**config.mk**
```make
export PLATFORM = sky130hd
export DESIGN_NAME = led_frame_tx
export DESIGN_NICKNAME = d
export VERILOG_FILES = /design/src/rtl/led_frame_tx.sv
export SDC_FILE = /design/constraint.sdc
export NUM_CORES = 1
export LEC_CHECK = 0
export ABC_AREA = 1
export ABC_CLOCK_PERIOD_IN_PS = 2350
export CELL_PAD_IN_SITES_DETAIL_PLACEMENT = 0
export CELL_PAD_IN_SITES_GLOBAL_PLACEMENT = 1
export CORE_MARGIN = 2
export CORE_UTILIZATION = 41
export CTS_CLUSTER_SIZE = 12
export DETAILED_ROUTE_END_ITERATION = 12
export PLACE_DENSITY_LB_ADDON = 0.05
export SETUP_SLACK_MARGIN = 0.2
export SYNTH_ARGS = -nofsm -noshare
export SYNTH_HDL_FRONTEND = slang
export SYNTH_SLANG_ARGS = --single-unit
export TNS_END_PERCENT = 1
```
**constraint.sdc**
```tcl
create_clock -name i_clk -period 2.35 [get_ports i_clk]
set_input_delay 0.47 -clock i_clk [delete_from_list [all_inputs] [get_ports i_clk]]
set_output_delay 0.47 -clock i_clk [all_outputs]
set_load 0.05 [all_outputs]
```
**src/rtl/led_frame_tx.sv**
```systemverilog
// Pulse-width serial encoder for the LED chain: 24-bit pixel words in over valid/ready,
// single-wire bitstream out, with a low latch period closing each frame.
module led_frame_tx #(
   parameter int T0H    = 40,
   parameter int T1H    = 80,
   parameter int TBIT   = 125,
   parameter int TRESET = 5000
) (
   input  logic        i_clk,
   input  logic        i_rst_n,
   input  logic [23:0] i_pix_data,
   input  logic        i_pix_valid,
   input  logic        i_pix_last,
   output logic        o_pix_ready,
   output logic        o_serial,
   output logic        o_busy,
   output logic        o_underrun
);

   localparam int CMAX = (TBIT > TRESET) ? TBIT : TRESET;
   localparam int CW   = $clog2(CMAX + 1);

   localparam logic [CW-1:0] BIT_END = CW'(TBIT - 1);
   localparam logic [CW-1:0] RST_END = CW'(TRESET - 1);
   localparam logic [CW-1:0] T0H_C   = CW'(T0H);
   localparam logic [CW-1:0] T1H_C   = CW'(T1H);
   localparam logic [CW-1:0] CYC_ONE = CW'(1);

   typedef enum logic [1:0] {
      S_IDLE,
      S_SEND,
      S_HOLD,
      S_LATCH
   } state_e;

   state_e        state_q, state_d;
   logic [23:0]   shift_q, shift_d;
   logic [4:0]    bit_q, bit_d;
   logic [CW-1:0] cyc_q, cyc_d;
   logic          last_q, last_d;
   logic          serial_q, serial_d;
   logic          underrun_q, underrun_d;
   logic          out_en_q;

   logic pix_end;
   logic pix_ready;
   logic accept;

   assign pix_end = (state_q == S_SEND) && (cyc_q == BIT_END) && (bit_q == 5'd23);

   // Ready is decoded from registered state only, so it never loops back through i_pix_valid.
   always_comb begin
      pix_ready = 1'b0;
      case (state_q)
         S_IDLE:  pix_ready = out_en_q;
         S_SEND:  pix_ready = pix_end && !last_q;
         S_HOLD:  pix_ready = 1'b1;
         default: pix_ready = 1'b0;
      endcase
   end

   assign accept = pix_ready && i_pix_valid;

   // NOTE: every always_comb output gets a default first; a path that leaves one unassigned
   // would infer a latch.
   always_comb begin
      state_d    = state_q;
      shift_d    = shift_q;
      bit_d      = bit_q;
      cyc_d      = cyc_q;
      last_d     = last_q;
      serial_d   = 1'b0;
      underrun_d = 1'b0;

      case (state_q)
         S_IDLE: begin
            if (accept) begin
               state_d = S_SEND;
               shift_d = i_pix_data;
               last_d  = i_pix_last;
               bit_d   = '0;
               cyc_d   = '0;
            end
         end

         S_SEND: begin
            serial_d = (cyc_q < (shift_q[23] ? T1H_C : T0H_C));
            if (cyc_q != BIT_END) begin
               cyc_d = cyc_q + CYC_ONE;
            end else if (bit_q != 5'd23) begin
               shift_d = {shift_q[22:0], 1'b0};
               bit_d   = bit_q + 5'd1;
               cyc_d   = '0;
            end else if (last_q) begin
               state_d = S_LATCH;
               cyc_d   = '0;
            end else if (accept) begin
               // Next word continues straight on with no idle cycle.
               shift_d = i_pix_data;
               last_d  = i_pix_last;
               bit_d   = '0;
               cyc_d   = '0;
            end else begin
               state_d    = S_HOLD;
               cyc_d      = '0;
               underrun_d = 1'b1;
            end
         end

         S_HOLD: begin
            if (accept) begin
               state_d = S_SEND;
               shift_d = i_pix_data;
               last_d  = i_pix_last;
               bit_d   = '0;
               cyc_d   = '0;
            end else if (cyc_q == RST_END) begin
               state_d = S_IDLE;
               cyc_d   = '0;
            end else begin
               cyc_d = cyc_q + CYC_ONE;
            end
         end

         S_LATCH: begin
            if (cyc_q == RST_END) begin
               state_d = S_IDLE;
               cyc_d   = '0;
            end else begin
               cyc_d = cyc_q + CYC_ONE;
            end
         end

         default: state_d = S_IDLE;
      endcase
   end

   // NOTE: state is updated with non-blocking assignments so every flop samples the
   // pre-edge values, independent of statement order.
   always_ff @(posedge i_clk or negedge i_rst_n) begin
      if (!i_rst_n) begin
         state_q    <= S_IDLE;
         shift_q    <= '0;
         bit_q      <= '0;
         cyc_q      <= '0;
         last_q     <= 1'b0;
         serial_q   <= 1'b0;
         underrun_q <= 1'b0;
         out_en_q   <= 1'b0;
      end else begin
         state_q    <= state_d;
         shift_q    <= shift_d;
         bit_q      <= bit_d;
         cyc_q      <= cyc_d;
         last_q     <= last_d;
         serial_q   <= serial_d;
         underrun_q <= underrun_d;
         out_en_q   <= 1'b1;
      end
   end

   assign o_pix_ready = pix_ready;
   assign o_serial    = serial_q;
   assign o_busy      = (state_q != S_IDLE);
   assign o_underrun  = underrun_q;

endmodule

```
==> results of run 1 <==
-- cell usage in the layout (no fill, tap or decap), types with 2 or more instances in the layout --
master           Yosys  final
nand2_1             67     66
nor2_1              63     62
dfrtp_1             48     48
inv_1               43     41
nand3_1             38     37
clkdlybuf4s50_1      0     28
o21ai_0             24     24
buf_4                2     18
a21oi_1              8      8
nand4_1              7      7
or2_0                7      7
inv_2                3      6
o21ai_1              6      6
nor2_2               5      5
nor3_1               5      5
clkbuf_8             0      5
ha_1                 6      4
nor2_4               2      3
nand2_2              3      3
nand2_4              2      3
o211ai_1             3      3
nand3_2              1      2
a21oi_2              2      2
xor2_1               2      2
buf_12               0      2
-- stage by stage --
stage / hold slack [ns] / power [uW] / area, sq um
after floorplan: 0.174 / 848 / 2770
after global placement: 0.471 / 916 / 3140
after detailed placement: 0.480 / 915 / 3140
after CTS: 0.141 / 1550 / 3260
after global routing: 0.153 / 1580 / 3400
final: 0.135 / 1530 / 3400
-- repair_timing --
action                                  CTS  global route
setup buffers                             0            13
endpoints found under the hold margin     0             0
endpoints found under the setup margin    2            25
pin swaps                                 0             3
gates resized for setup                   2            12
-- layer usage --
metal / up-vias / GRT usage (%) / wire [microns]
li1: 1264 / - / -
met1: 1085 / 28.1 / 3290
met2: 58 / 27.5 / 2850
met3: 4 / 3.27 / 295
met4: 0 / 5.05 / 50
met5: - / 0 / 0
-- registers in the layout (all words and copies together), names as in the netlist --
name / flops
bit_q: 5
cyc_q: 13
last_q: 1
o_serial: 1
o_underrun: 1
out_en_q: 1
shift_q: 24
state_q: 2
-- cell type report --
type                    instances  area, sq um
multi-input cells             259         1320
inverters                      47          176
fillers                       613         3030
well taps                      77         96.3
flip-flops and latches         48         1200
clock inverters                 3         46.3
clock buffers                   5         68.8
repair buffers                 51          484
-- kinds of logic after synthesis --
| logic type | Yosys count | share of synthesized area, % |
|---|---|---|
| AOI/OAI and AO/OA | 49 | 9.95 |
| xor gates and xnor gates | 2 | 0.633 |
| adders and majority gates | 6 | 2.71 |
| buffers and inverters | 59 | 9.99 |
| DFF | 48 | 43.4 |
| other | 1 | 0.136 |
| and+or+nand+nor | 201 | 33.2 |
-- power by group --
| group | total (uW) | internal [uW] | switching [uW] |
|---|---|---|---|
| Combinational | 70.5 | 43.3 | 27.2 |
| Clock | 628 | 321 | 307 |
| Sequential | 826 | 826 | 0.159 |
| Total | 1530 | 1190 | 335 |
-- worst max-delay path, delay by kind of cell, from the launching register on --
kind | cells | cell delay [ns]
adders and majority gates | 1 | 0.19
buffers and inverters | 3 | 0.34
DFF | 1 | 0.40
and+or+nand+nor | 5 | 0.41
-- final timing paths --
path                              from           to  slack, ns
max reg2reg                   bit_q[0]  shift_q[10]       0.33
max                           bit_q[0]  o_pix_ready       0.23
min                            i_rst_n     cyc_q[3]       0.13
min in group i_clk         shift_q[13]  shift_q[13]       0.50
min reg2reg                shift_q[13]  shift_q[13]       0.50
max in group asynchronous      i_rst_n  shift_q[13]       1.98
==> run summary, run 1 <==
Status: finished, final reports clean
CTS tree: yes
Worst Path Arrival: 1.65 ns
Overall routing resource usage: 18.6%
Pins Over Slew Limit: 0
Post-synth top area share: 43.4%
Asr flop ratio synth: 100%
Slowest stage cell on the critical path: dfrtp_1
Post-DP HPWL: 4.33 mm
Worst path max stage delay: 0.40 ns
Clock Pin Slew Worst Setup and Hold Paths: 0.10 ns
Area Overhead vs Synth: 22.8%
# clock sinks: 48
Largest net degree at the start of global routing: 49
Top cells by area, synth: dfrtp_1 (43%), nand2_1 (9.1%), nor2_1 (8.5%)
ANT nets after route: 0
Hold Path Class: in -> async
Wire per inst: 13.2 microns
Final setup fails: 0
Worst Path Max Fanout: 7
Synthesis-stage register bit count: 48
Final hold vios: 0
Top FF cell, synth: dfrtp_1
Max VDD drop: 0.000261 V
GPL Wtd Cong: 0.881
Vias: 2411
Crit Path Class: reg -> out
Post-layout util: 52.9%
Clock root cell: clkbuf_8
Initial antenna violation count: 0
CP endpoint kind: output port
Drt drc: 0
Initial Utilization: 43.1%
DRT iter0 DRCs: 127
Min Tclk post-route: 2.12 ns
Post-synth top cells: nand2_1 (67), nor2_1 (63), dfrtp_1 (48), inv_1 (43), nand3_1 (38)
Chip height: 86.1 microns
Syn_nets: 400
Netlist cell types: 35
Period Utilization, post-route: 90.1%
Count leader, synth: nand2_1
Mapped Cells: 366
GR Overflow Total: 0
Register-to-Register Path Depth: 11
EDFF count, synth: 0
Placed Cells: 469
Fmax achieved: 0.472 GHz
CP required: 1.88 ns
Core Region: 0.00642 sq mm
Sequential area share after synthesis: 43.4%
Die extent in x: 86.1 microns
Fin cells: 490
Die ar.: 0.00742 sq mm
Clock latency on the worst-skew pair: 0.31 ns
Setup TNS: 0 ns
Setup crit start kind: flop
Setup WS post-layout: 0.232 ns
Clock buffer count from CTS: 5
DP Worst Slack: 0.302 ns
RSZ-0062 raised after global routing: yes
Max-Cap Viols: 0
Yosys top cell by area: dfrtp_1
Htree depth: 2
Power Density: 449 mW/mm^2
First-pass GRT wire length: 10.9 mm
Vias in the first global route: 2288
Leakage power: 0.00169 uW
Syn avg cell area: 7.56 sq um
DR vias/cell: 4.92
Port Buf Inserts: 31
Hold_buf cts: 0
I/O pin count: 32
Number of cell rows: 29
# diodes: 0
Fin Clk Skew: 0.00880 ns
Synth warn: 0
Fraction of final layout cells sized beyond drive strength 1: 13.8%
Crit-path cells: ha_2 > nand2_1 > inv_2 > nand2_2 > nor2_2 > nand3_2 > nand2_4 > buf_8 > buf_12
First-pass DRT Iterations: 4
Final wirelength: 6.48 mm
Bufs on Longest Clock Path: 2
Post-Syn Area: 0.00277 sq mm
Nets: 446
(Power assumes the default switching activity.)
==> run 2: changes to the inputs <==
--- a/config.mk
+++ b/config.mk
@@ -15,6 +15,7 @@
 export DETAILED_ROUTE_END_ITERATION = 12
 export PLACE_DENSITY_LB_ADDON = 0.05
 export SETUP_SLACK_MARGIN = 0.2
+export SLEW_MARGIN = 20
 export SYNTH_ARGS = -nofsm -noshare
 export SYNTH_HDL_FRONTEND = slang
 export SYNTH_SLANG_ARGS = --single-unit
==> results of run 2 <==
Final layout, timing and power as in run 1 (identical DEF).
